### src/rtl/tmds_multi_encoder.sv
// Multi-lane TMDS/HDMI symbol encoder: control, video (DVI balanced), TERC4 and guard band.
// Two ce-qualified pipeline stages per lane; each lane keeps its own running disparity.
module tmds_multi_encoder #(
  parameter int NUM_CH = 3
) (
  input  logic                 clk,
  input  logic                 rst,
  input  logic                 ce,
  input  logic [2*NUM_CH-1:0]  mode,
  input  logic [8*NUM_CH-1:0]  vd,
  input  logic [2*NUM_CH-1:0]  cd,
  input  logic [4*NUM_CH-1:0]  terc,
  output logic [10*NUM_CH-1:0] tmds
);

  typedef enum logic [1:0] {
    MODE_CTRL  = 2'b00,
    MODE_VIDEO = 2'b01,
    MODE_TERC  = 2'b10,
    MODE_GUARD = 2'b11
  } mode_e;

  localparam logic [9:0] CTRL_00 = 10'b1101010100;
  localparam logic [9:0] CTRL_01 = 10'b0010101011;
  localparam logic [9:0] CTRL_10 = 10'b0101010100;
  localparam logic [9:0] CTRL_11 = 10'b1010101011;

  function automatic logic [3:0] popcount8(input logic [7:0] d);
    logic [3:0] n;
    n = '0;
    for (int k = 0; k < 8; k++) n = n + 4'(d[k]);
    return n;
  endfunction

  // Transition-minimising first stage: XNOR chain when the byte is ones-heavy.
  function automatic logic [8:0] make_qm(input logic [7:0] d);
    logic [3:0] n;
    logic       use_xnor;
    logic [8:0] q;
    n        = popcount8(d);
    use_xnor = (n > 4'd4) || ((n == 4'd4) && !d[0]);
    q[0]     = d[0];
    for (int k = 1; k < 8; k++)
      q[k] = use_xnor ? ~(q[k-1] ^ d[k]) : (q[k-1] ^ d[k]);
    q[8] = ~use_xnor;
    return q;
  endfunction

  function automatic logic [9:0] terc4(input logic [3:0] t);
    logic [9:0] s;
    unique case (t)
      4'h0: s = 10'b1010011100;
      4'h1: s = 10'b1001100011;
      4'h2: s = 10'b1011100100;
      4'h3: s = 10'b1011100010;
      4'h4: s = 10'b0101110001;
      4'h5: s = 10'b0100011110;
      4'h6: s = 10'b0110001110;
      4'h7: s = 10'b0100111100;
      4'h8: s = 10'b1011001100;
      4'h9: s = 10'b0100111001;
      4'hA: s = 10'b0110011100;
      4'hB: s = 10'b1011000110;
      4'hC: s = 10'b1010001110;
      4'hD: s = 10'b1001110001;
      4'hE: s = 10'b0101100011;
      default: s = 10'b1011000011;
    endcase
    return s;
  endfunction

  for (genvar i = 0; i < NUM_CH; i++) begin : g_lane
    localparam logic [9:0] GUARD_SYM = ((i % 2) == 0) ? 10'b1011001100 : 10'b0100110011;

    mode_e             mode_q;
    logic [1:0]        cd_q;
    logic [3:0]        terc_q;
    logic [8:0]        qm_q;
    logic [3:0]        n1;
    logic signed [4:0] diff;
    logic signed [4:0] cnt_q, cnt_d;
    logic [9:0]        sym_d, tmds_q;

    // NOTE: registers use non-blocking assignments so every flop samples pre-edge values.
    always_ff @(posedge clk or posedge rst) begin
      if (rst) begin
        mode_q <= MODE_CTRL;
        cd_q   <= '0;
        terc_q <= '0;
        qm_q   <= '0;
      end else if (ce) begin
        mode_q <= mode_e'(mode[2*i +: 2]);
        cd_q   <= cd[2*i +: 2];
        terc_q <= terc[4*i +: 4];
        qm_q   <= make_qm(vd[8*i +: 8]);
      end
    end

    // NOTE: defaults first so no path through this block can infer a latch.
    always_comb begin
      n1    = popcount8(qm_q[7:0]);
      diff  = {n1, 1'b0} - 5'd8;  // n1 - n0
      sym_d = CTRL_00;
      cnt_d = '0;
      unique case (mode_q)
        MODE_VIDEO: begin
          if ((cnt_q == 5'sd0) || (n1 == 4'd4)) begin
            sym_d = {~qm_q[8], qm_q[8], qm_q[8] ? qm_q[7:0] : ~qm_q[7:0]};
            cnt_d = cnt_q + (qm_q[8] ? diff : -diff);
          end else if (((cnt_q > 5'sd0) && (n1 > 4'd4)) ||
                       ((cnt_q < 5'sd0) && (n1 < 4'd4))) begin
            sym_d = {1'b1, qm_q[8], ~qm_q[7:0]};
            cnt_d = cnt_q + $signed({3'b000, qm_q[8], 1'b0}) - diff;
          end else begin
            sym_d = {1'b0, qm_q[8], qm_q[7:0]};
            cnt_d = cnt_q + diff - $signed({3'b000, ~qm_q[8], 1'b0});
          end
        end
        MODE_CTRL: begin
          unique case (cd_q)
            2'b00:   sym_d = CTRL_00;
            2'b01:   sym_d = CTRL_01;
            2'b10:   sym_d = CTRL_10;
            default: sym_d = CTRL_11;
          endcase
        end
        MODE_TERC: sym_d = terc4(terc_q);
        default:   sym_d = GUARD_SYM;
      endcase
    end

    always_ff @(posedge clk or posedge rst) begin
      if (rst) begin
        cnt_q  <= '0;
        tmds_q <= CTRL_00;
      end else if (ce) begin
        cnt_q  <= cnt_d;
        tmds_q <= sym_d;
      end
    end

    assign tmds[10*i +: 10] = tmds_q;
  end

endmodule

### config.mk
export PLATFORM = sky130hd
export DESIGN_NAME = tmds_multi_encoder
export DESIGN_NICKNAME = d
export VERILOG_FILES = /design/src/rtl/tmds_multi_encoder.sv
export SDC_FILE = /design/constraint.sdc
export NUM_CORES = 1
export LEC_CHECK = 0
export ABC_AREA = 1
export BUFFER_PORTS_ARGS = -buffer_cell sky130_fd_sc_hd__buf_4
export CAP_MARGIN = 20
export CORE_MARGIN = 5
export CORE_UTILIZATION = 45
export DETAILED_ROUTE_END_ITERATION = 6
export HOLD_SLACK_MARGIN = 0.08
export PLACE_DENSITY_LB_ADDON = 0.3
export RECOVER_POWER = 25
export SKIP_LAST_GASP = 1
export SYNTH_ARGS = -nofsm -noshare
export SYNTH_HDL_FRONTEND = slang
export SYNTH_SLANG_ARGS = --single-unit
export TNS_END_PERCENT = 5
### constraint.sdc
create_clock -name clk -period 12.5 [get_ports clk]
set_input_delay 1.875 -clock clk [delete_from_list [all_inputs] [get_ports clk]]
set_output_delay 1.875 -clock clk [all_outputs]
set_load 0.02 [all_outputs]
==> metrics.txt, run 1 <==
CTS tree=yes; crit start category=primary input; first-pass GRT wire length=36070 um; Antenna Nets Post-Route=0; Slew Limit Fails=between 90 and 100; WS Path Type=in -> reg; Setup crit end kind=register; Synth top area share=22.00%; CP Max Fanout=6; most numerous cell in the Yosys netlist=nand2_1; largest cells by area after synthesis=dfrtp_1 (22%), nand2_1 (14%), ha_1 (13%), fa_1 (8.8%), inv_1 (8.3%); Vias/cell=5.029; syn avg cell area=7.278 um^2; Routed wire per std cell=13.34 um; Yosys top cell by area=dfrtp_1; Die Area=22620 um^2; vias=7846; FFs w/ async S/R, synth=100.0%; final antenna diode count=0; Final Cell Area=10010 um^2; share of layout cells above drive strength 1=11.58%; commonest cells in the netlist=nand2_1 (335), inv_1 (197), nand3_1 (119); total negative setup slack=0 ns; vias in the first global route=roughly 7.6k; max layer used=met4; status=finished, violations left; GPL Wtd Cong=approximately 0.9; PortBufs=80; pin count of the biggest net entering global routing=64; R2R Path Start=g_lane[1].qm_q[0]; period utilization=40.17%; CTS H-Tree Depth=3; RSZ-0062 raised after global routing=no; Die Span Y=150.4 um; row count=51; DRC viols=0; actual slew at the worst max-slew pin=2.236 ns; TritonCTS Buffers=9; max frequency=approximately 200 MHz; DR pass1 iterations=5; CTS sink cnt=93; Netlist cell types=between 40 and 50; Non-Filler Instances=1560; skew final=~0.014 ns; Yosys reg bits=93; CTS root buf=clkbuf_16; final hold violations=0; Hold Buf Count CTS=0; Area after DPL=9727 um^2; Reg area=2346 um^2; Placed Cells=around 1.5k; Worst setup startpoint=vd[16]; WP data arrival=~5.3 ns; Die X=~150 um; Tot GR Track Use=about a fifth; yosys warns=0; Fill cells=1893; maxcap violations=2; Most used DFF post-synth=dfrtp_1; sequential fraction of the synthesis area=a little over a quarter; Routed WL=20810 um; Hold Path Class=reg -> reg; Final setup viols=0; Syn Inst Count=1219; post-CTS resize count=0; Met1 Wirelength=about 9900 um; Initial Util=between 40% and 50%; # IOs=81; core area=19460 um^2; CTS Buffer Depth=2; failing checks=capacitance limit, slew limit; Area Growth Syn to Fin=12.83%; synthesized net count=1403; DR WL met3=~900 um; clock latency on the worst-skew pair=approximately 0.36 ns; Post CTS Setup Buffer Count=0; hpwl dp=roughly 16000 um; Hold Startpoint=g_lane[1].tmds_q[2]; DR iter-0 viols=392; Period minus WS final=5.022 ns; EDFF count, synth=0; Slew headroom=-49.07%; Worst EP required=between 10 and 15 ns; NumNets Final=1474; grt total ovfl=0; routed wl met2=9649 um; area occupied by multi-input gates=roughly 5600 um^2; Worst-path clk slew=about 0.070 ns; Netlist Area Pre-Place=8872 um^2; antenna violations before repair=0
-- registers in the layout, indices dropped and copies added, names as in the netlist --
| signal | flops |
|---|---|
| g_lane.cd_q | 6 |
| g_lane.cnt_q | 12 |
| g_lane.tmds_q | 30 |
| g_lane.qm_q | 27 |
| g_lane.terc_q | 12 |
| g_lane.mode_q | 6 |
-- cell type report --
type	count	share of cell area [%]
tap	265	3.312
timing repair buffer	83	6.149
sequential	93	23.43
clock buffer	11	2.325
inverter	210	7.886
multi-input combinational	893	56.29
clock inverter	5	0.5999
-- metrics by stage --
stage               hold slack [ns]  utilization [%]  worst slack, ns
floorplan                    0.4710                -            7.490
global placement             0.4566            49.98            7.235
CTS                          0.4733            51.48            7.499
global route                 0.4880            51.44            7.174
detailed placement           0.4568            49.98            7.130
finish                       0.4736            51.44            7.478
-- placed cells by master (no fill, tap or decap), types with 5 or more instances in the layout --
cell	n
nand2_1	335
inv_1	196
nand3_1	119
o21ai_0	94
ha_1	94
buf_4	81
dfrtp_1	78
nor2_1	48
a21oi_1	40
fa_1	39
xor2_1	20
dfstp_2	15
inv_2	12
o22ai_1	12
a31oi_1	11
xnor2_1	10
clkbuf_16	9
nor3_1	8
nand2_2	5
or2_2	5
a211oi_1	5
-- critical path, cell delays in order --
cell and delay [ns]:
buf_4 0.10, inv_1 0.05, fa_1 0.55, fa_1 0.42, fa_1 0.48, inv_1 0.04, ha_1 0.20, fa_1 0.43
nand3b_1 0.16, nand2_1 0.09, nand2_1 0.12, inv_1 0.12, nand2_1 0.08, nand3_1 0.12, nand2_1 0.11, nand2_1 0.09
nand3_1 0.07, nand3_1 0.07, nand2_1 0.08
-- cells by family after synthesis --
logic type | count (synthesis) | synth area share, %
buf+inv | 233 | 10.04
simple gates | 540 | 26.29
compound gates | 190 | 12.21
xor+xnor | 30 | 2.961
flops | 93 | 26.44
fa+ha+maj | 133 | 22.06
-- per-layer routing --
metal  track usage, %  vias up
met4            5.078        0
li1                 -     4034
met1            26.65     3615
met5                0        -
met2            31.69      171
met3            2.980       26
-- worst paths after layout --
kind | endpoint | cells past startpoint | slack [ns]
max | g_lane[2].qm_q[7] | 19 | 7.48
min | g_lane[1].tmds_q[2] | 2 | 0.47
max reg2reg | g_lane[1].cnt_q[4] | 20 | 7.87
min reg2reg | g_lane[1].tmds_q[2] | 2 | 0.47
max in group asynchronous | g_lane[1].cnt_q[3] | 3 | 9.16
min in group asynchronous | g_lane[0].qm_q[2] | 2 | 1.93
Power of run 1 is not shown: default switching activity piles up to over one toggle a cycle in this logic, so the estimate is an artifact.
==> run 2, diff against run 1 <==
==> constraint.sdc (replaced) <==
create_clock -name clk -period 4.6 [get_ports clk]
set_input_delay 0.69 -clock clk [delete_from_list [all_inputs] [get_ports clk]]
set_output_delay 0.69 -clock clk [all_outputs]
set_load 0.02 [all_outputs]
==> run 2 against run 1 <==
Compared with the run above:
- clock skew shrank 0.0036 ns
- register-to-register slack worse by 7.6 ns
- critical path depth rose by 2
- non-clock buffer count increased by 4
- the run still ends with capacitance limit, slew limit left
- highest routed layer unchanged
- setup slack got worse by 7.3 ns
- critical path type is now reg -> reg
- flip-flop and latch count unchanged
==> metrics.txt, run 2 (synthesized netlist as in run 1, its figures left out) <==
row count=51; Reg2Reg Depth=21; crit start category=register; Worst EP required=between 4 and 5 ns; status=finished, violations left; share of layout cells above drive strength 1=between 10% and 20%; Placed Cells=1548; Routed wire per std cell=13.49 um; maxcap violations=1; pin count of the biggest net entering global routing=75; Antenna Nets Post-Route=0; final antenna diode count=0; Worst setup startpoint=g_lane[0].qm_q[0]; Fin Hold WS=0.4716 ns; WP data arrival=4.62 ns; commonest non-fill, non-tap cell in the layout=nand2_1; Largest Register=g_lane.tmds_q; CP Max Fanout=5; cell count of the worst hold path=2; Routed WL=21110 um; failing checks=capacitance limit, slew limit; WS Path Type=reg -> reg; TritonCTS Buffers=9; Final setup viols=0; CTS tree=yes; actual slew at the worst max-slew pin=between 2 and 3 ns; Tot GR Track Use=about a fifth; Initial Util=45.59%; Non-Filler Instances=1564; vias in the first global route=roughly 7.5k; Hold Path Class=reg -> reg; GPL Wtd Cong=0.9066; period utilization=95.06%; clock latency on the worst-skew pair=0.36 ns; Slowest-stage cell, CP=fa_1; # IOs=81; slowest stage delay, CP=0.55 ns; grt total ovfl=0; antenna violations before repair=0; total negative setup slack=0 ns; RSZ-0062 raised after global routing=yes; Hold Buf Count CTS=0; Hold Startpoint=g_lane[0].tmds_q[4]; DR pass1 iterations=5; skew final=around 0.011 ns; Period minus WS final=4.373 ns; CTS H-Tree Depth=3; R2R Path Start=g_lane[0].qm_q[0]; Post CTS Setup Buffer Count=0; NumNets Final=approximately 1.5k; Slew headroom=-85.92%; number of flip-flops under the largest register name=30; Slew Limit Fails=73; Die Span Y=150.4 um; DRC viols=0; most frequent cells in the layout=nand2_1 (335), inv_1 (197), nand3_1 (119); largest registers=g_lane.tmds_q (30), g_lane.qm_q (27); hpwl dp=16440 um; post-CTS resize count=0; DR iter-0 viols=426; CTS sink cnt=93; Vias/cell=5.028; max frequency=228.7 MHz; CTS Buffer Depth=2; most used cell, CP=nand3_1; Worst-path clk slew=0.07 ns; PortBufs=80; Setup crit end kind=register; Area Growth Syn to Fin=13.16%; Die Area=~23000 um^2; core area=19460 um^2; Die X=150.4 um; CP Cell Sequence=fa_1 -> inv_1 -> fa_1 -> fa_1 -> inv_1 -> ha_1 -> inv_1 -> fa_1 -> ha_1 -> nor2_1 -> xor2_1 -> inv_1 -> ha_1 -> nand3_1 -> nand3_1 -> nand3_1 -> nand2_1 -> nand2_1 -> nand3_1 -> nand3_1 -> nand2_1; final hold violations=0; first-pass GRT wire length=35950 um; vias=about 7.9k; CTS root buf=clkbuf_16
==> run 2: per-stage QoR <==
step,setup slack (ns),utilization (%),area [um^2]
final,0.2273,51.58,10040
after detailed placement,0.1743,50.13,9757
after global placement,0.2959,50.13,9757
after global routing,-0.08765,51.58,10040
after CTS,0.1803,51.60,10040
after floorplan,0.4357,-,8872
==> run 2: path summary, 6_finish.rpt <==
| path | end | slack (ns) |
|---|---|---|
| worst max-delay path | g_lane[0].cnt_q[4] | 0.23 |
| worst min-delay path | g_lane[0].tmds_q[4] | 0.47 |
| worst max register to register | g_lane[0].cnt_q[4] | 0.23 |
| worst min register to register | g_lane[0].tmds_q[4] | 0.47 |
| max in group asynchronous | g_lane[2].mode_q[1] | 1.67 |
| min in group asynchronous | g_lane[0].qm_q[6] | 1.34 |
==> run 2: final cells by class <==
cell class	count	area, um^2
Inverter	210	788.3
Clock inverter	6	46.29
Multi-Input combinational cell	893	5635
Sequential cell	93	2346
Fill cell	1895	9423
Clock buffer	10	239.0
Tap cell	265	331.6
Timing Repair Buffer	87	653.1
==> run 2: routing by layer <==
metal / routed length (um) / up-vias / GRT usage (%)
met5: 0 / - / 0
met4: 308 / 0 / 4.941
met3: 791 / 25 / 2.860
met2: 9818 / 139 / 31.24
met1: 10190 / 3658 / 27.09
li1: - / 4042 / -
==> run 2: worst max-delay path, delay by kind of cell (launching register included) <==
family / cells / cell delay, ns
AND/OR/NAND/NOR: 9 / 0.74
adder cells (fa/ha/maj): 7 / 2.75
XOR/XNOR: 1 / 0.14
buffers and inverters: 4 / 0.21
flip-flops: 1 / 0.41
Power of run 2 is left out for the same reason.
==> run 3, diff against run 2 <==
--- a/config.mk
+++ b/config.mk
@@ -14,8 +14,9 @@
 export HOLD_SLACK_MARGIN = 0.08
 export PLACE_DENSITY_LB_ADDON = 0.3
 export RECOVER_POWER = 25
+export SETUP_SLACK_MARGIN = 0.5
 export SKIP_LAST_GASP = 1
 export SYNTH_ARGS = -nofsm -noshare
 export SYNTH_HDL_FRONTEND = slang
 export SYNTH_SLANG_ARGS = --single-unit
-export TNS_END_PERCENT = 5
+export TNS_END_PERCENT = 100
==> run 3 against run 2 <==
Compared with the run above:
- the flow still finishes with violations (capacitance limit, slew limit)
- non-clock buffer count is 23 higher
- register-to-register slack better by 0.04 ns
- global-route usage is 0.75 points higher
- clock skew is 0.0012 ns higher
- first-iteration DRC count is 19% higher
- die area stayed put
- core utilization is 4.3 points higher
- cell count is 1.5% higher
- worst hold slack worse by 0.0045 ns
- routed wire length is 7.1% higher
- critical endpoint is now g_lane[2].cnt_q[4]
==> metrics.txt, run 3 (synthesized netlist as in run 1, its figures left out) <==
pin count of the biggest net entering global routing=88; number of flip-flops under the largest register name=30; Worst EP required=4.85 ns; TritonCTS Buffers=9; GR Util met3=3.281%; Largest Register=g_lane.tmds_q; clock latency on the worst-skew pair=0.36 ns; max frequency=roughly 230 MHz; vias in the first global route=7949; Non-Filler Instances=1588; Reg area=approximately 2300 um^2; area occupied by multi-input gates=6259 um^2; Tot GR Track Use=20.02%; Worst setup startpoint=g_lane[2].qm_q[0]; Slew Limit Fails=68; CTS sink cnt=93; Final Cell Area=~11000 um^2; Setup crit end kind=register; largest registers=g_lane.tmds_q (30), g_lane.qm_q (27); gr busiest metal=met2; core area=19460 um^2; RSZ-0062 raised after global routing=yes; share of layout cells above drive strength 1=22.00%; actual slew at the worst max-slew pin=roughly 3 ns; CTS Buffer Depth=2; hpwl dp=16320 um; first-pass GRT wire length=37160 um; Slew headroom=-101.7%; Initial Util=between 40% and 50%; WP data arrival=about 4.6 ns; Die Span Y=150.4 um; Antenna Nets Post-Route=0; DR iter-0 viols=509; final hold violations=0; CP Max Fanout=3; Die X=150.4 um; DRC viols=0; row count=51; status=finished, violations left; Area Growth Syn to Fin=22.52%; grt total ovfl=0; total negative setup slack=0 ns; CTS tree=yes; period utilization=94.19%; # IOs=81; Placed Cells=1545; maxcap violations=1; met1 Use GR=26.40%; crit start category=register; Fill cells=1809; Routed wire per std cell=14.23 um; Area after DPL=9762 um^2; Hold Startpoint=g_lane[1].tmds_q[6]; Period minus WS final=4.333 ns; Hold Path Class=reg -> reg; most frequent cells in the layout=nand2_1 (295), inv_1 (184), nand3_1 (104); DR pass1 iterations=5; Vias/cell=5.177; failing checks=capacitance limit, slew limit; antenna violations before repair=0; Worst-path clk slew=0.07 ns; Final setup viols=0; Die Area=roughly 23000 um^2; WS Path Type=reg -> reg; commonest non-fill, non-tap cell in the layout=nand2_1; skew final=0.01204 ns; R2R Path Start=g_lane[2].qm_q[0]; final antenna diode count=0; Routed WL=roughly 23000 um; PortBufs=80; CTS root buf=clkbuf_16; CTS H-Tree Depth=3; vias=8221; GRT met2 Usage=33.93%; NumNets Final=~1.5k; GPL Wtd Cong=0.8895
-- run 3: critical path, stage by stage (launching register included) --
cell and delay (ns):
dfrtp_1 0.40, fa_1 0.53, inv_1 0.05, fa_1 0.45
fa_1 0.54, inv_2 0.06, ha_4 0.16, fa_2 0.57
inv_4 0.05, ha_4 0.25, inv_2 0.03, o21ai_2 0.14
ha_1 0.25, nand2_1 0.08, nand2_2 0.06, a21oi_2 0.13
nand3b_1 0.15, nand2_1 0.06, nand2_1 0.05, nand3_1 0.07
nand3_1 0.09, nand2_1 0.05
-- run 3: what timing repair did --
item | CTS | global route
cloned | 0 | 1
buffers inserted | 14 | 12
gates resized for setup | 64 | 104
setup endpoints to repair | 22 | 41
hold buffers | 0 | 0
pin swaps | 35 | 48
-- run 3: final timing paths --
kind / end / slack (ns) / depth (start not counted)
max: g_lane[2].cnt_q[4] / 0.27 / 21
min in group asynchronous: g_lane[1].qm_q[8] / 1.21 / 2
max in group asynchronous: g_lane[1].tmds_q[9] / 1.96 / 3
min: g_lane[1].tmds_q[6] / 0.47 / 2
min reg2reg: g_lane[1].tmds_q[6] / 0.47 / 2
max reg2reg: g_lane[2].cnt_q[4] / 0.27 / 21
-- run 3: layout make-up --
class	count	share of cell area, %
clock buffer	11	2.141
clock inverter	5	0.3453
inverter	210	7.470
multi-input combinational	894	57.57
sequential	93	21.58
tap	265	3.050
timing repair buffer	110	7.838
-- run 3: metrics by stage --
step           utilization [%]  setup slack [ns]  hold slack (ns)
2_1_floorplan                -            0.4943           0.4710
3_3_place_gp             50.16            0.3322           0.4610
3_5_place_dp             50.16            0.2719           0.4624
4_1_cts                  53.46            0.3652           0.4705
5_1_grt                  55.85            0.1014           0.4947
6_report                 55.85            0.2675           0.4670
-- run 3: metal layers --
| layer | part of all wire, % | vias up | routed length, um |
|---|---|---|---|
| li1 | - | 4092 | - |
| met1 | 45 | 3899 | 10160 |
| met2 | 49 | 194 | 10980 |
| met3 | 4.5 | 36 | 1026 |
| met4 | 1.9 | 0 | 431 |
| met5 | 0 | - | 0 |
Power of run 3 is left out for the same reason.
